### config.mk
export PLATFORM = sky130hd
export DESIGN_NAME = particle_init_stream_flat
export DESIGN_NICKNAME = d
export VERILOG_FILES = /design/src/rtl/particle_init_stream_pkg.sv /design/src/rtl/particle_init_stream_if.sv /design/src/rtl/lfsr32.sv /design/src/rtl/particle_init_stream.sv /design/src/flat_wrapper.sv
export SDC_FILE = /design/constraint.sdc
export NUM_CORES = 1
export LEC_CHECK = 0
export CORE_ASPECT_RATIO = 0.8
export CORE_MARGIN = 2
export CORE_UTILIZATION = 50
export DETAILED_ROUTE_END_ITERATION = 10
export GPL_TIMING_DRIVEN = 1
export PLACE_DENSITY_LB_ADDON = 0.12
export SLEW_MARGIN = 40
export SYNTH_ARGS = -nofsm -noshare
export SYNTH_HDL_FRONTEND = slang
export SYNTH_SLANG_ARGS = --single-unit
### constraint.sdc
create_clock -name clk -period 4.2 [get_ports clk]
set_input_delay 0.84 -clock clk [delete_from_list [all_inputs] [get_ports clk]]
set_output_delay 0.84 -clock clk [all_outputs]
set_load 0.02 [all_outputs]
### src/rtl/particle_init_stream_pkg.sv
// Shared definitions for the particle initialisation stream and its helpers.
package particle_init_stream_pkg;

  localparam int unsigned PWIDTH  = 8;
  localparam int unsigned MUWIDTH = 14;

  localparam logic [31:0] LFSR_TAPS = 32'h8020_0003;

  typedef enum logic [1:0] {
    MODE_GRID   = 2'd0,
    MODE_JITTER = 2'd1,
    MODE_RANDOM = 2'd2,
    MODE_RSVD   = 2'd3
  } init_mode_e;

  typedef struct packed {
    logic [PWIDTH-1:0]  y;
    logic [PWIDTH-1:0]  x;
    logic [MUWIDTH-1:0] mu;
  } particle_t;

  // One step of the right-shifting Galois LFSR.
  function automatic logic [31:0] lfsr_next(input logic [31:0] s);
    return (s >> 1) ^ (s[0] ? LFSR_TAPS : 32'h0);
  endfunction

endpackage

### src/rtl/particle_init_stream_if.sv
// AXI-Stream style particle bus.
interface particle_init_stream_if;
  import particle_init_stream_pkg::*;

  logic      m_tvalid;
  logic      m_tready;
  logic      m_tlast;
  particle_t m_tdata;

  modport master (output m_tvalid, output m_tlast, output m_tdata, input m_tready);
  modport slave  (input m_tvalid, input m_tlast, input m_tdata, output m_tready);

endinterface

### src/rtl/lfsr32.sv
// 32-bit Galois LFSR with synchronous load and single-step advance.
module lfsr32
  import particle_init_stream_pkg::*;
#(
  parameter logic [31:0] RESET_VAL = 32'hACE1_ACE1
) (
  input  logic        clk,
  input  logic        rst,
  input  logic        load,
  input  logic [31:0] load_val,
  input  logic        advance,
  output logic [31:0] state
);

  // Load has priority over advance; otherwise the state holds.
  always_ff @(posedge clk) begin
    if (rst) begin
      state <= RESET_VAL;
    end else if (load) begin
      state <= load_val;
    end else if (advance) begin
      state <= lfsr_next(state);
    end
  end

endmodule

### src/rtl/particle_init_stream.sv
// Generates NX*NY initial particles (grid, jittered grid or random) on a stream bus.
module particle_init_stream
  import particle_init_stream_pkg::*;
#(
  parameter int unsigned NX           = 128,
  parameter int unsigned NY           = 128,
  parameter logic [31:0] DEFAULT_SEED = 32'hACE1_ACE1
) (
  input  logic                   clk,
  input  logic                   rst,
  input  logic                   start,
  input  init_mode_e             mode,
  input  logic [MUWIDTH-1:0]     mu_init,
  input  logic [31:0]            seed,
  output logic                   busy,
  output logic                   done,
  particle_init_stream_if.master m
);

  localparam int unsigned XW     = $clog2(NX);
  localparam int unsigned YW     = $clog2(NY);
  localparam int unsigned STEP_X = (1 << PWIDTH) / NX;
  localparam int unsigned STEP_Y = (1 << PWIDTH) / NY;

  localparam logic [PWIDTH-1:0] STEP_XV = PWIDTH'(STEP_X);
  localparam logic [PWIDTH-1:0] STEP_YV = PWIDTH'(STEP_Y);
  localparam logic [PWIDTH-1:0] MASK_X  = PWIDTH'(STEP_X - 1);
  localparam logic [PWIDTH-1:0] MASK_Y  = PWIDTH'(STEP_Y - 1);
  localparam logic [XW-1:0]     X_MAX   = XW'(NX - 1);
  localparam logic [YW-1:0]     Y_MAX   = YW'(NY - 1);

  typedef enum logic [1:0] {
    ST_IDLE = 2'd0,
    ST_RUN  = 2'd1,
    ST_DONE = 2'd2
  } state_e;

  state_e             state;
  init_mode_e         mode_q;
  logic [MUWIDTH-1:0] mu_q;
  logic [XW-1:0]      x_count;
  logic [YW-1:0]      y_count;
  logic [PWIDTH-1:0]  gx;
  logic [PWIDTH-1:0]  gy;
  logic [31:0]        lfsr_q;

  logic               hs;
  logic               x_last;
  logic               final_hs;
  logic [XW-1:0]      nxt_x_count;
  logic [YW-1:0]      nxt_y_count;
  logic [PWIDTH-1:0]  nxt_gx;
  logic [PWIDTH-1:0]  nxt_gy;
  logic               nxt_is_last;
  logic [31:0]        seed_eff;
  logic [31:0]        start_rnd;
  logic [31:0]        run_rnd;
  logic               lfsr_load;
  logic [31:0]        lfsr_load_val;
  logic               lfsr_adv;

  // Build one particle from its grid cell origin and a random word.
  function automatic particle_t make_particle(
    input init_mode_e         md,
    input logic [PWIDTH-1:0]  cx,
    input logic [PWIDTH-1:0]  cy,
    input logic [31:0]        rnd,
    input logic [MUWIDTH-1:0] mu
  );
    particle_t p;
    p.mu = mu;
    case (md)
      MODE_JITTER: begin
        p.x = cx | (rnd[PWIDTH-1:0] & MASK_X);
        p.y = cy | (rnd[31:32-PWIDTH] & MASK_Y);
      end
      MODE_RANDOM: begin
        p.x = rnd[PWIDTH-1:0];
        p.y = rnd[31:32-PWIDTH];
      end
      default: begin
        p.x = cx;
        p.y = cy;
      end
    endcase
    return p;
  endfunction

  // Next-index bookkeeping and random words for the particle being loaded.
  always_comb begin
    hs          = m.m_tvalid && m.m_tready;
    x_last      = (x_count == X_MAX);
    final_hs    = hs && x_last && (y_count == Y_MAX);
    nxt_x_count = x_last ? '0 : x_count + XW'(1);
    nxt_gx      = x_last ? '0 : gx + STEP_XV;
    nxt_y_count = x_last ? y_count + YW'(1) : y_count;
    nxt_gy      = x_last ? gy + STEP_YV : gy;
    nxt_is_last = (nxt_x_count == X_MAX) && (nxt_y_count == Y_MAX);
    seed_eff    = (seed == 32'h0) ? DEFAULT_SEED : seed;
    start_rnd   = lfsr_next(seed_eff);
    run_rnd     = lfsr_next(lfsr_next(lfsr_q));
  end

  // One step on the handshake plus one for the load gives every particle a fresh word.
  always_comb begin
    lfsr_load     = 1'b0;
    lfsr_load_val = run_rnd;
    lfsr_adv      = 1'b0;
    if (state == ST_IDLE && start) begin
      lfsr_load     = 1'b1;
      lfsr_load_val = start_rnd;
    end else if (state == ST_RUN && hs) begin
      if (final_hs) begin
        lfsr_adv  = 1'b1;
      end else begin
        lfsr_load = 1'b1;
      end
    end
  end

  lfsr32 #(
    .RESET_VAL (DEFAULT_SEED)
  ) u_lfsr (
    .clk      (clk),
    .rst      (rst),
    .load     (lfsr_load),
    .load_val (lfsr_load_val),
    .advance  (lfsr_adv),
    .state    (lfsr_q)
  );

  // Control FSM, position accumulators and the registered stream output.
  always_ff @(posedge clk) begin
    if (rst) begin
      state      <= ST_IDLE;
      mode_q     <= MODE_GRID;
      mu_q       <= '0;
      x_count    <= '0;
      y_count    <= '0;
      gx         <= '0;
      gy         <= '0;
      busy       <= 1'b0;
      done       <= 1'b0;
      m.m_tvalid <= 1'b0;
      m.m_tlast  <= 1'b0;
      m.m_tdata  <= '0;
    end else begin
      case (state)
        ST_IDLE: begin
          done <= 1'b0;
          if (start) begin
            state      <= ST_RUN;
            mode_q     <= mode;
            mu_q       <= mu_init;
            x_count    <= '0;
            y_count    <= '0;
            gx         <= '0;
            gy         <= '0;
            busy       <= 1'b1;
            m.m_tvalid <= 1'b1;
            m.m_tlast  <= 1'b0;
            m.m_tdata  <= make_particle(mode, '0, '0, start_rnd, mu_init);
          end
        end
        ST_RUN: begin
          if (hs) begin
            if (final_hs) begin
              state      <= ST_DONE;
              busy       <= 1'b0;
              done       <= 1'b1;
              m.m_tvalid <= 1'b0;
              m.m_tlast  <= 1'b0;
            end else begin
              x_count   <= nxt_x_count;
              y_count   <= nxt_y_count;
              gx        <= nxt_gx;
              gy        <= nxt_gy;
              m.m_tlast <= nxt_is_last;
              m.m_tdata <= make_particle(mode_q, nxt_gx, nxt_gy, run_rnd, mu_q);
            end
          end
        end
        ST_DONE: begin
          state <= ST_IDLE;
          done  <= 1'b0;
        end
        default: begin
          state      <= ST_IDLE;
          busy       <= 1'b0;
          done       <= 1'b0;
          m.m_tvalid <= 1'b0;
          m.m_tlast  <= 1'b0;
        end
      endcase
    end
  end

endmodule

### src/flat_wrapper.sv
// flat-port wrapper written by rule: the top's interface ports become plain ports
module particle_init_stream_flat import particle_init_stream_pkg::*;
#(
  parameter int unsigned NX           = 128,
  parameter int unsigned NY           = 128,
  parameter logic [31:0] DEFAULT_SEED = 32'hACE1_ACE1
)
  (clk, rst, start, mode, mu_init, seed, busy, done, m_m_tvalid, m_m_tlast, m_m_tdata, m_m_tready);
  particle_init_stream_if m_i ();
  input  logic clk;
  input  logic rst;
  input  logic start;
  input  init_mode_e mode;
  input  logic [MUWIDTH-1:0] mu_init;
  input  logic [31:0] seed;
  output logic busy;
  output logic done;
  output wire logic [$bits(m_i.m_tvalid)-1:0] m_m_tvalid;
  output wire logic [$bits(m_i.m_tlast)-1:0] m_m_tlast;
  output wire logic [$bits(m_i.m_tdata)-1:0] m_m_tdata;
  input wire logic [$bits(m_i.m_tready)-1:0] m_m_tready;
  assign m_m_tvalid = m_i.m_tvalid;
  assign m_m_tlast = m_i.m_tlast;
  assign m_m_tdata = m_i.m_tdata;
  assign m_i.m_tready = m_m_tready;
  particle_init_stream #(.NX(NX), .NY(NY), .DEFAULT_SEED(DEFAULT_SEED)) u_core (.clk(clk), .rst(rst), .start(start), .mode(mode), .mu_init(mu_init), .seed(seed), .busy(busy), .done(done), .m(m_i));
endmodule
Word-level counts from Yosys, hierarchy flattened
Index checks and enable logic that the tools add are counted.
W data, S select, Z words.
{"block": "totals", "ff_bits": 113, "out_inout_bits": 34, "word_cells": 105}
{"block": "op_classes", "add_sub_neg": 4, "n_eq_ne": 14, "muxes": 49, "bitwise": 7, "reduce_logical": 17}
{"op": "$mux W32", "n": 7}
{"op": "$xor A31 B32 Y32", "n": 3}
{"op": "$mux W30", "n": 3}
{"op": "$pmux W16 S2", "n": 2}
{"op": "$pmux W30 S2", "n": 1}
{"op": "$mux W8", "n": 7}
{"op": "$mux W7", "n": 7}
{"op": "$logic_not A32 Y1", "n": 1}
{"op": "$pmux W8 S2", "n": 2}
{"op": "$eq A7 B7 Y1 const B", "n": 4}
{"op": "$pmux W7 S2", "n": 2}
{"op": "$add A8 B2 Y8 const B", "n": 2}
{"op": "$or A8 B1 Y8", "n": 2}
{"op": "$add A7 B1 Y7 const B", "n": 2}
{"op": "$mux W1", "n": 12}
{"op": "$reduce_and A4 Y1", "n": 2}
{"op": "$eq A2 B1 Y1 const B", "n": 3}
{"op": "$eq A2 B2 Y1 const B", "n": 3}
{"op": "$logic_and A1 B1 Y1", "n": 6}
{"op": "$mux W2", "n": 3}
{"op": "$pmux W1 S3", "n": 2}
{"op": "$reduce_and A3 Y1", "n": 2}
{"op": "$ne A2 B1 Y1 const B", "n": 2}
{"op": "$ne A2 B2 Y1 const B", "n": 2}
{"op": "other kinds (6)", "n": 9}

Depth between registers and ports, before layout
{"block": "depth", "depth_word": 9, "ltp_mapped": 8, "mapped_depth_nobuf": 7}

By module
Synthesis repeated with hierarchy kept, for this count alone.
{"block": "hier_totals", "hier_cells": 772, "hier_area_um2": 6258.5}
{"module": "particle_init_stream", "instances": 1, "cells_each": 629, "area_per_inst_um2": 4680.7}
{"module": "lfsr32", "instances": 1, "cells_each": 143, "area_per_inst_um2": 1577.8}

Worst setup path after synthesis
OpenSTA, ideal clock, no wires.
{"block": "synth_timing", "path_kind": "input-to-reg", "from": "input seed[0]", "to": "register u_core.u_lfsr.state[1]", "setup_ns": 0.081, "t_arrival_ns": 2.202, "required_ns": 4.119, "setup_slack_ns": 1.918, "stages": 7, "cell_sequence": "clkbuf_1 -> nor4_1 -> nand4_1 -> nor2_1 -> clkbuf_1 -> nand2_1 -> a41oi_1"}
{"block": "synth_via", "elab_chain_len": 6}
{"item": "from (decl)", "line_no": "flat_wrapper.sv:15", "source": "input logic [31:0] seed;"}
{"item": "$logic_not A32 Y1", "line_no": "particle_init_stream.sv:99", "source": "seed_eff = (seed == 32'h0) ? DEFAULT_SEED : seed;"}
{"item": "$mux W32 (*)", "line_no": "particle_init_stream.sv:99"}
{"item": "$mux W32", "line_no": "particle_init_stream_pkg.sv:24", "source": "return (s >> 1) ^ (s[0] ? LFSR_TAPS : 32'h0);"}
{"item": "$xor A31 B32 Y32 (*)", "line_no": "particle_init_stream_pkg.sv:24"}
{"item": "$mux W32 (*)", "line_no": "particle_init_stream.sv:109", "source": "if (state == ST_IDLE && start) begin"}
{"item": "$mux W32 (*)", "line_no": "lfsr32.sv:19", "source": "end else if (load) begin"}
{"item": "to (signal assigned)", "line_no": "lfsr32.sv:20", "source": "state <= load_val;"}
{"item": "to (signal assigned)", "line_no": "lfsr32.sv:22", "source": "state <= lfsr_next(state);"}
{"item": "to (decl)", "line_no": "lfsr32.sv:12", "source": "output logic [31:0] state"}
Mark *: on every way between the ends. The rest lies on a longest branch, timed or not.
A chain may end at the register's enable or synchronous reset.

Final worst setup path
{"block": "layout_timing", "from": "input m_m_tready", "to": "register u_core.u_lfsr.state[31]"}
{"block": "layout_via", "elab_chain_len": 7, "elab_cells_between_ends": 12, "cone_classes": "7 x mux; 5 x reduce/logical"}
{"item": "from (decl)", "line_no": "flat_wrapper.sv:21", "source": "input wire logic [$bits(m_i.m_tready)-1:0] m_m_tready;"}
{"item": "$logic_and A1 B1 Y1 (*)", "line_no": "particle_init_stream.sv:91", "source": "hs = m.m_tvalid && m.m_tready;"}
{"item": "$logic_and A1 B1 Y1 (2 in series)", "line_no": "particle_init_stream.sv:93", "source": "final_hs = hs && x_last && (y_count == Y_MAX);"}
{"item": "$mux W1", "line_no": "particle_init_stream.sv:113", "source": "if (final_hs) begin"}
{"item": "$mux W1", "line_no": "particle_init_stream.sv:112", "source": "end else if (state == ST_RUN && hs) begin"}
{"item": "$mux W1", "line_no": "particle_init_stream.sv:109"}
{"item": "$mux W32 or $reduce_bool A2 Y1 (tied branches)"}
Marked as above.

==> out/qor.yml <==
placement:
  place_ws_ns: 1.13
  portBuffers: 85
  placed_area_mm2: 0.00662
  dp_hpwl_um: 11800
  place_congestion: 0.894
pwr:
  p_leak_nw: 2.48
  vdd.ir_drop.worst_mv: 0.190
  p_per_area_mw_per_mm2: 362
min_path:
  hold_start: "u_core.mu_q[6]"
  hold_path.class: "reg -> reg"
global_route:
  grt_max_degree: 74
  grt_pass1_vias: 5371
  grt_pass1_wl_um: 27500
  grt-ovfl-total: 0
  antenna_found_initial: 0
  track_usage_pct: 28.2
outcome:
  run_status: "finished, final reports clean"
die:
  coreArea_mm2: 0.0110
  die_w_um: 123
  placementRows: 34
  initial_utilization_pct: 51.8
  die_y_um: 99.4
  dieArea_mm2: 0.0123
  io_pins: 86
timing:
  fin_setup_tns_ns: 0
  fmax_mhz: 364
  fin_crit_ns: 2.75
  hold_ws_ns: 0.460
  hold_violations: 0
  setup_slack_ns: 1.45
  relSlewSlack_pct: 46.8
  fin_skew_ns: 0.00572
  setup_violations: 0
  rsz0062_at_grt: "no"
  slew_violations: 0
  fin_crit_sh_pct: 65.5
  tightest_slew_ns: 0.798
critical_path:
  reg2reg_from: "u_core.x_count[0]"
  cp_top_family: "compound AO/OA/AOI/OAI gates"
  arrival_ns: 2.98
  r2r_cells: 6
  cp-start-kind: "input port"
  cp_slowest_cell: "clkdlybuf4s50_1"
  crit_chain: "clkdlybuf4s50_1, nand4_1, o41a_1, buf_4, a211oi_2, a31oi_1, a221o_1"
  worstSetupPathType: "in -> reg"
  crit_fanout: 28
  required_ns: 4.43
  r2r_end: "u_core.m.m_tdata[21]"
  cp-end-kind: "flip-flop"
  cp_slowest_stage_delay_ns: 0.52
  cp_num_cells: 7
  crit_start: "m_m_tready"
  endpoint: "u_core.u_lfsr.state[31]"
  ff2ff_setup_slack_ns: 1.71
  worst-path-buf-inv: 2
detailed_routing:
  dr.pass1.iters: 5
  totalWireLength_um: 17300
  vias: 5799
  route.detailed.drc: 0
  avgRoutedWirePerCell_um: 19.0
  drt_iter0_drc: 644
  antenna_left: 0
  vias_per_cell: 6.37
finish:
  fin_nets: 824
  insertedDiodeCount: 0
  final_cell_area_mm2: 0.00692
  fin_util_pct: 63.1
  drive_above_1_share_pct: 6.65
  area_growth_pct: 21.6
synth:
  synth.avg_cell_area_um2: 8.06
  synth_cells: 706
  synth_flop_cell: "dfxtp_1"
  ys_async_sr_fraction_pct: 0
  synth_area_mm2: 0.00569
  yosysSeqAreaShare_pct: 39.4
  ys_ff_latch: 112
  yosysUniqueCellTypes: 63
  synth.net_count: 767
  synth_edf_count: 0
  ys.warnings.count: 0
clocking:
  clk_pin_slew_worst_paths_ns: 0.07
  cts_buffers: 9
  cts-resized-gates: 0
  cts_tree: "done"
  hold_buffers: 0
  post_cts_buffers: 0
  clock_latency_ns: 0.35
  cts_root_buffer: "clkbuf_16"
  clk_path_buf_depth: 2
  cts.sinks: 112
  htree_levels: 3
job:
  cap_violations: 0
-- state kept, by name, summed over array words and instances (netlist names) --
signal	cells
u_core.m.m_tdata	30
u_core.y_count	7
u_core.gx	8
u_core.gy	7
u_core.done	1
u_core.m.m_tvalid	1
u_core.mu_q	14
u_core.mode_q	2
u_core.state	2
u_core.x_count	7
u_core.u_lfsr.state	32
u_core.m.m_tlast	1
-- Yosys cell counts, types with 7 or more instances --
library cell | instances | area, um^2
nand2_1 | 101 | 379
nor4_1 | 11 | 68.8
mux2i_1 | 8 | 80.1
nand3_1 | 15 | 75.1
o31ai_1 | 13 | 97.6
a311oi_1 | 26 | 228
xnor2_1 | 9 | 78.8
ha_1 | 9 | 113
buf_2 | 16 | 80.1
nor3_1 | 20 | 100
a211oi_1 | 12 | 90.1
a221oi_1 | 11 | 96.3
o21ai_0 | 37 | 185
a31oi_1 | 15 | 93.8
nand4_1 | 7 | 43.8
dfxtp_1 | 112 | 2240
xor2_1 | 12 | 105
a21oi_1 | 58 | 290
clkbuf_1 | 37 | 139
nor2_1 | 80 | 300
-- cell usage in the layout (no fill, tap or decap), types with 13 or more instances in the layout --
master	synthesis	layout
dfxtp_1	112	112
nor3_1	20	20
buf_4	2	21
nor2_1	80	79
o21ai_0	37	37
nand2_1	101	100
a31oi_1	15	15
a311oi_1	26	26
a21oi_1	58	58
o31ai_1	13	13
clkdlybuf4s50_1	0	84
nand3_1	15	15
-- cell families (layout without fill, tap and decap cells) --
| kind of cell | Yosys count | count (layout) | synth area share (%) |
|---|---|---|---|
| xor gates and xnor gates | 21 | 21 | 3.23 |
| buffers and inverters | 65 | 126 | 5.04 |
| muxes | 13 | 13 | 2.40 |
| DFF | 112 | 112 | 39.4 |
| AOI/OAI and AO/OA | 218 | 218 | 26.3 |
| and+or+nand+nor | 268 | 268 | 21.6 |
| adders and majority gates | 9 | 9 | 1.98 |
-- routing by layer --
layer	track usage [%]	vias to the layer above	wire (um)
met3	6.19	38	1450
met5	0	-	0
met4	9.88	0	380
li1	-	2710	-
met2	42.1	276	7580
met1	40.2	2775	7890
-- through the flow --
| stage | std cells | power, mW |
|---|---|---|
| after floorplan | 706 | 1.45 |
| after global placement | 896 | 1.64 |
| after detailed placement | 896 | 1.64 |
| after CTS | 911 | 2.50 |
| after global routing | 911 | 2.60 |
| final | 911 | 2.50 |
-- layout make-up --
class	count	area (um^2)
fill	937	4060
tap	144	180
sequential	112	2240
multi-input combinational	529	3180
clock inverter	2	38.8
timing repair buffer	105	998
clock buffer	13	260
inverter	6	22.5
-- tightest hold or removal path, stage by stage (launching register included) --
cell     delay (ns)
dfxtp_1        0.31
nand2_1        0.05
a21oi_1        0.05
-- how the worst min path moves through the flow --
stage                      endpoint  slack [ns]  cells after the start
floorplan              u_core.gx[0]        0.43                      1
global placement    u_core.mu_q[13]        0.44                      2
detailed placement   u_core.mu_q[2]        0.45                      2
CTS                  u_core.mu_q[2]        0.46                      2
global route         u_core.mu_q[7]        0.47                      2
finish               u_core.mu_q[6]        0.46                      2
-- power breakdown --
part           leakage [nW]  switching [mW]  internal, mW
logic                  1.42           0.252         0.190
clock network         0.146           0.382         0.494
registers             0.919          0.0576          1.13
total                  2.48           0.692          1.81
Note: power is estimated with default switching activity, not from simulation.
